**src/rtl/seq_det_pkg.sv**
```systemverilog
// Shared types and limits for the parametrised serial pattern detector.
// Optional counter feature is selected with SEQDET_COUNT_EN.
package seq_det_pkg;

  typedef enum logic [1:0] {
    IDLE  = 2'd0,
    FILL  = 2'd1,
    ARMED = 2'd2
  } seq_state_t;

  localparam int SEQ_PATTERN_W_MAX = 16;
  localparam int SEQ_PATTERN_W_MIN = 2;

endpackage

```
**src/rtl/seq_detector_param_sat_counter.sv**
```systemverilog
// Saturating up-counter with a synchronous clear that wins over increment.
// Built only when SEQDET_COUNT_EN is defined.
module sat_counter
  import seq_det_pkg::*;
#(
  parameter int CNT_W = 8
) (
  input  logic             clk,
  input  logic             reset_n,
  input  logic             inc,
  input  logic             clr,
  output logic [CNT_W-1:0] count
);

  always_ff @(posedge clk or negedge reset_n) begin
    if (!reset_n) begin
      count <= '0;
    end else if (clr) begin
      count <= '0;
    end else if (inc && (count != {CNT_W{1'b1}})) begin
      count <= count + CNT_W'(1);
    end
  end

endmodule

```
**src/rtl/seq_detector_param.sv**
```systemverilog
// Serial bit-pattern detector with runtime pattern, overlap mode select.
// Define SEQDET_COUNT_EN to add count_clr/count and the saturating counter.
module seq_detector_param
  import seq_det_pkg::*;
#(
  parameter int PATTERN_W = 4,
  parameter bit OVERLAP   = 1'b1,
  parameter int CNT_W     = 8
) (
  input  logic                 clk,
  input  logic                 reset_n,
  input  logic                 en,
  input  logic [PATTERN_W-1:0] pattern_i,
  input  logic                 in_valid,
  input  logic                 in_bit,
`ifdef SEQDET_COUNT_EN
  input  logic                 count_clr,
`endif
  output logic                 detect,
  output logic                 armed
`ifdef SEQDET_COUNT_EN
  ,
  output logic [CNT_W-1:0]     count
`endif
);

  localparam int FW = $clog2(PATTERN_W);
  localparam logic [FW-1:0] LAST = FW'(PATTERN_W - 1);

  if (PATTERN_W < SEQ_PATTERN_W_MIN ||
      PATTERN_W > SEQ_PATTERN_W_MAX ||
      CNT_W < 1) begin : g_bad_cfg
    $error("seq_detector_param: illegal parameters");
  end

  seq_state_t           state_q, state_d;
  logic [PATTERN_W-1:0] pat_q, pat_d;
  logic [PATTERN_W-1:0] win_q, win_d;
  logic [PATTERN_W-1:0] win_sh;
  logic [FW-1:0]        fill_q, fill_d;
  logic                 match;

  assign win_sh = {win_q[PATTERN_W-2:0], in_bit};

  always_comb begin
    state_d = state_q;
    pat_d   = pat_q;
    win_d   = win_q;
    fill_d  = fill_q;
    match   = 1'b0;
    if (!en) begin
      state_d = IDLE;
    end else begin
      unique case (state_q)
        IDLE: begin
          pat_d   = pattern_i;
          win_d   = '0;
          fill_d  = '0;
          state_d = FILL;
        end
        FILL: begin
          if (in_valid) begin
            win_d = win_sh;
            if (fill_q == LAST) begin
              state_d = ARMED;
              match   = (win_sh == pat_q);
            end else begin
              fill_d = fill_q + FW'(1);
            end
          end
        end
        ARMED: begin
          if (in_valid) begin
            win_d = win_sh;
            match = (win_sh == pat_q);
          end
        end
        default: state_d = IDLE;
      endcase
      // Non-overlapping mode discards the window after a hit.
      if (match && !OVERLAP) begin
        state_d = FILL;
        fill_d  = '0;
      end
    end
  end

  always_ff @(posedge clk or negedge reset_n) begin
    if (!reset_n) begin
      state_q <= IDLE;
      pat_q   <= '0;
      win_q   <= '0;
      fill_q  <= '0;
      detect  <= 1'b0;
      armed   <= 1'b0;
    end else begin
      state_q <= state_d;
      pat_q   <= pat_d;
      win_q   <= win_d;
      fill_q  <= fill_d;
      detect  <= match;
      armed   <= (state_d == ARMED);
    end
  end

`ifdef SEQDET_COUNT_EN
  sat_counter #(
    .CNT_W(CNT_W)
  ) u_cnt (
    .clk    (clk),
    .reset_n(reset_n),
    .inc    (match),
    .clr    (count_clr),
    .count  (count)
  );
`endif

endmodule

```
**config.mk**
```make
export PLATFORM = sky130hd
export DESIGN_NAME = seq_detector_param
export DESIGN_NICKNAME = d
export VERILOG_FILES = /design/src/rtl/seq_det_pkg.sv /design/src/rtl/seq_detector_param_sat_counter.sv /design/src/rtl/seq_detector_param.sv
export SDC_FILE = /design/constraint.sdc
export NUM_CORES = 1
export LEC_CHECK = 0
export CORE_UTILIZATION = 51
export DETAILED_ROUTE_END_ITERATION = 10
export GPL_ROUTABILITY_DRIVEN = 0
export GPL_TIMING_DRIVEN = 0
export HOLD_SLACK_MARGIN = 0.12
export PLACE_DENSITY = 0.79
export SETUP_SLACK_MARGIN = 0.02
export SLEW_MARGIN = 20
export SYNTH_ARGS = -nofsm -noshare
export SYNTH_HDL_FRONTEND = slang
export SYNTH_HIERARCHICAL = 1
export SYNTH_SLANG_ARGS = --single-unit
```
**constraint.sdc**
```tcl
create_clock -name clk -period 1.8 [get_ports clk]
set_clock_uncertainty 0.1 [all_clocks]
set_input_delay 0.18 -clock clk [delete_from_list [all_inputs] [get_ports clk]]
set_output_delay 0.18 -clock clk [all_outputs]
set_load 0.02 [all_outputs]
```
# ---- Word-level counts from Yosys, hierarchy flattened
# Cells that the tools add are included.
dict set report totals {
  register_bits 13
  input_bits 9
  output_inout_bits 2
  elab_cells 36
}
dict set report classes {
  addsub 1
  n_eq_ne 8
  mux 14
  n_reduce_logical 7
}
# op count
set op_table {}
lappend op_table {{2-to-1 mux 2 bit} 5}
lappend op_table {{== test 2 bit (second input constant)} 3}
lappend op_table {{case mux 2 bit (3 select lines)} 1}
lappend op_table {{case mux 3 bit (2 select lines)} 1}
lappend op_table {{== test 4 bit} 1}
lappend op_table {{2-to-1 mux 1 bit} 4}
lappend op_table {{inequality test 2 bit (second input constant)} 2}
lappend op_table {{case mux 2 bit (2 select lines)} 1}
lappend op_table {{AND reduction 4 bit} 1}
lappend op_table {{nonzero test 2 bit} 2}
lappend op_table {{2-to-1 mux 3 bit} 1}
lappend op_table {{AND reduction 3 bit} 1}
lappend op_table {{adder 2 x 1 -> 2 bit (second input constant)} 1}
lappend op_table {{== test 2 x 1 -> 1 bit (second input constant)} 1}
lappend op_table {{zero test 2 bit} 1}
lappend op_table {{inequality test 2 x 1 -> 1 bit (second input constant)} 1}
lappend op_table {{case mux 1 bit (2 select lines)} 1}
lappend op_table {{AND reduction 2 bit} 1}
lappend op_table {{OR reduction 2 bit} 1}

# ---- Longest topological paths before layout
dict set report logic_depth {
  word_depth 6
  depth_mapped 5
  mapped_depth_nobuf 5
}

# ---- Worst setup path before layout
# Ideal clock, no wire load.
dict set report synth_timing {
  path_kind {register -> register}
  startpoint {register state_q[0]}
  endpoint {register pat_q[0]}
  setup_time_ns 0.125
  t_arrival_ns 1.164
  required_ns 1.575
  path_slack_ns 0.412
  stages_incl_launch_ff 5
  path_buffers 0
  period_less_slack_ns 1.388
  cell_sequence {dfrtp_1 inv_1 ha_1 nand2_1 mux2_2}
}
dict set report synth_between {
  elab_chain_len 2
}
# item line_no
set synth_rtl {}
lappend synth_rtl {{start, declared} seq_detector_param.sv:36} ;# seq_state_t state_q, state_d;
lappend synth_rtl {{start signal, assigned} seq_detector_param.sv:97} ;# state_q <= state_d;
lappend synth_rtl {{zero test 2 bit} seq_detector_param.sv:54} ;# unique case (state_q)
lappend synth_rtl {{AND reduction 2 bit (no line)} --}
lappend synth_rtl {{end signal, assigned} seq_detector_param.sv:98} ;# pat_q <= pat_d;
lappend synth_rtl {{end, declared} seq_detector_param.sv:37} ;# logic [PATTERN_W-1:0] pat_q, pat_d;
# No other way between the ends.
# A chain may end at the register's enable or synchronous reset.

# ---- Worst setup path after layout
dict set report layout_timing {
  startpoint {register state_q[0]}
  endpoint {register pat_q[2]}
}
# The elaborated chain is that of the path after synthesis.

==> flow_summary.yaml <==
logic_synthesis:
  synth_compound_area_share_pct: 15.5
  ys_top_cells_by_area: "dfrtp_1 (44%), ha_1 (8.5%), mux2_2 (6.1%)"
  synth.area.mux_share_pct: 7.51
  yosysSeqAreaShare_pct: 44.4
  synthCells: 71
  synth_seq_cells: 13
  syn-num-nets: 85
  ys_types: 26
  synth-xor-area-share_pct: 4.78
  yosysWarningCount: 6
  postSynthAreaPerCell_um2: 10.3
  synthAdderAreaFrac_pct: 8.53
  yosys.area.top_type_share_pct: 44.4
  syn-cell-area_um2: 733
  synth_top_cell_by_area: "dfrtp_1"
  synth_top_family_by_area: "compound AO/OA/AOI/OAI gates"
  yosys.area_share.simple_pct: 12.6
sta:
  period_needed_ns: 1.52
  setup_ws_ns: 0.278
  setup_viol: 0
  fmax_mhz: 657
  fin_crit_sh_pct: 84.6
  slew_viol_final: 0
  timing_hold_violations_final: 0
  tns_ns: 0
  rsz0062_at_grt: "false"
  tightest_slew_ns: 0.552
  relSlewSlack_pct: 63.1
clock_network:
  clock_sinks: 13
  cts.clk_slew.worst_paths_ns: 0.08
  clock_latency_ns: 0.28
  cts_tree: "done"
  hold_buffers: 0
  htreeDepth: 1
  cts_root_buffer: "clkbuf_4"
  post-cts-setup-buffers: 0
  cts_resized: 0
  cts_max_path_buffers: 2
  cts_made_buffers: 3
critical_path:
  cp-end-kind: "register"
  crit_chain: "inv_1 -> ha_1 -> nand2_1 -> mux2_2"
  crit_required_ns: 1.86
  critPathTopFamily: "flip-flops"
  max_stage_delay_ns: 0.43
  rrSetupSlack_ns: 0.28
  cp_max_fo: 6
  endpoint: "pat_q[2]$_DFFE_PN0P_"
  critPathLaunch: "state_q[0]$_DFF_PN0_"
  ff2ff_path_depth: 4
  worstPathArrival_ns: 1.59
  critical-path-slowest-cell: "dfrtp_1"
  cp.depth: 4
  r2r_start: "state_q[0]$_DFF_PN0_"
  timing.rr.end: "pat_q[2]$_DFFE_PN0P_"
  crit_path_start_kind: "register"
  path_class: "register to register"
  timing.critical_path.buf_inv: 1
drt:
  routed_wl_mm: 1.31
  firstDrtPassIters: 4
  drc: 0
  ant_nets: 0
  routed_via_density: 5.54
  dr_total_vias: 554
  first_iter_violations: 3
  wl_per_cell_um: 13.1
pwr:
  peakVddDrop_v: 0.000575
  p_per_area_nw_per_um2: 851
  p_leak_nw: 0.394
die:
  initial_core_util_pct: 55.7
  fp.dieArea_um2: 1590
  coreArea_um2: 1320
  rows: 13
  die_width_um: 39.9
  die_h_um: 39.9
  num_io_pins: 11
placed_design:
  pre_cts_slack_ns: 0.282
  io_buffers: 10
  hpwl_um: 971
final_layout:
  areaGrowthSynthToFinish_pct: 19.8
  nNetsFinal: 100
  diodes: 0
  drive_above_1_share_pct: 11.8
run_status:
  status: "complete, no violations"
global_route:
  grt_usage_pct: 21.8
  antenna_found_initial: 0
  grt_first_pass_wirelength_mm: 2.12
  overflow: 0
  first_global_vias: 481
  grt_max_degree: 14
hold_path:
  min_path_type: "input pin to async pin"
flow_run:
  drv_cap: 0
[cell usage after synthesis]
| cell | count |
|---|---|
| a211o_1 | 1 |
| a21boi_0 | 1 |
| a21oi_1 | 1 |
| a22o_1 | 3 |
| a31oi_1 | 2 |
| and2_2 | 1 |
| and3_1 | 1 |
| and4b_1 | 1 |
| and4bb_1 | 1 |
| buf_4 | 1 |
| buf_6 | 1 |
| dfrtp_1 | 13 |
| ha_1 | 5 |
| inv_1 | 8 |
| mux2_2 | 4 |
| mux2i_1 | 1 |
| nand2_1 | 5 |
| nand2b_1 | 1 |
| nand3_1 | 3 |
| nand4_1 | 1 |
| nor2_1 | 1 |
| nor2b_1 | 1 |
| o2111ai_1 | 1 |
| o21ai_0 | 6 |
| o21ai_1 | 3 |
| xnor2_1 | 4 |
[layer usage]
metal	track usage [%]	wire length (um)	vias up	part of all wire [%]
met4	15.5	46	0	3.5
met1	29.9	611	259	47
met5	0	0	-	0
li1	-	-	277	-
met2	29.4	610	14	46
met3	5.11	44	4	3.4
[flip-flops by register name, indices dropped and copies added (netlist names)]
| name | flops |
|---|---|
| pat_q | 4 |
| win_q | 3 |
| fill_q | 2 |
| state_q | 2 |
| armed | 1 |
| detect | 1 |
[where the power goes]
group          internal (mW)  switching (mW)
Clock                 0.0860          0.0961
Sequential             0.337          0.0396
Combinational          0.105          0.0840
[final cells by class]
type	instances	area, um^2
Multi-Input combinational cell	48	359
Buffer	2	18.8
Clock buffer	4	26.3
Tap cell	15	18.8
Inverter	8	30.0
Timing Repair Buffer	10	100
Fill cell	109	439
Sequential cell	13	325
[kinds of logic after synthesis]
kind of cell | after synthesis
compound gates | 18
xor+xnor | 4
fa+ha+maj | 5
buf+inv | 10
flops | 13
mux | 5
simple gates | 16
[worst register-to-register path, cell delays in order (launching register included)]
cell     delay (ns)
dfrtp_1        0.43
inv_1          0.09
ha_1           0.25
nand2_1        0.18
mux2_2         0.36
[metrics by stage]
step | total power [mW] | instances | util [%] | cell area, um^2 | hold WS (ns)
floorplan | 0.512 | 71 | - | 733 | -0.216
CTS | 0.757 | 100 | 66.7 | 878 | 0.181
global placement | 0.562 | 96 | 64.7 | 852 | 0.405
detailed placement | 0.573 | 96 | 64.7 | 852 | 0.411
finish | 0.748 | 100 | 66.7 | 878 | 0.151
global route | 0.798 | 100 | 66.7 | 878 | 0.208
[worst min path at each step]
stage                            end  slack, ns  cells past startpoint
2_1_floorplan        armed$_DFF_PN0_      -0.22                      0
3_3_place_gp   fill_q[1]$_DFFE_PN0P_       0.40                      1
3_5_place_dp   fill_q[1]$_DFFE_PN0P_       0.41                      1
4_1_cts        fill_q[1]$_DFFE_PN0P_       0.18                      1
5_1_grt        fill_q[1]$_DFFE_PN0P_       0.21                      1
6_report       fill_q[1]$_DFFE_PN0P_       0.15                      1
[layout by cell type (no fill, tap or decap)]
| cell type | instances |
|---|---|
| clkbuf_4 | 3 |
| clkdlybuf4s50_1 | 10 |
| ha_1 | 5 |
| a211o_1 | 1 |
| mux2i_1 | 1 |
| inv_1 | 8 |
| o21ai_1 | 3 |
| nor2b_1 | 1 |
| mux2_2 | 4 |
| xnor2_1 | 4 |
| clkbuf_1 | 1 |
| dfrtp_1 | 13 |
| and4b_1 | 1 |
| buf_6 | 1 |
| nor2_1 | 1 |
| and3_1 | 1 |
| nand4_1 | 1 |
| a22o_1 | 3 |
| and4bb_1 | 1 |
| a21oi_1 | 1 |
| o2111ai_1 | 1 |
| a31oi_1 | 2 |
| nand2_1 | 5 |
| nand2b_1 | 1 |
| nand3_1 | 3 |
| buf_4 | 1 |
| and2_2 | 1 |
| o21ai_0 | 6 |
| a21boi_0 | 1 |
(Power assumes the default switching activity.)
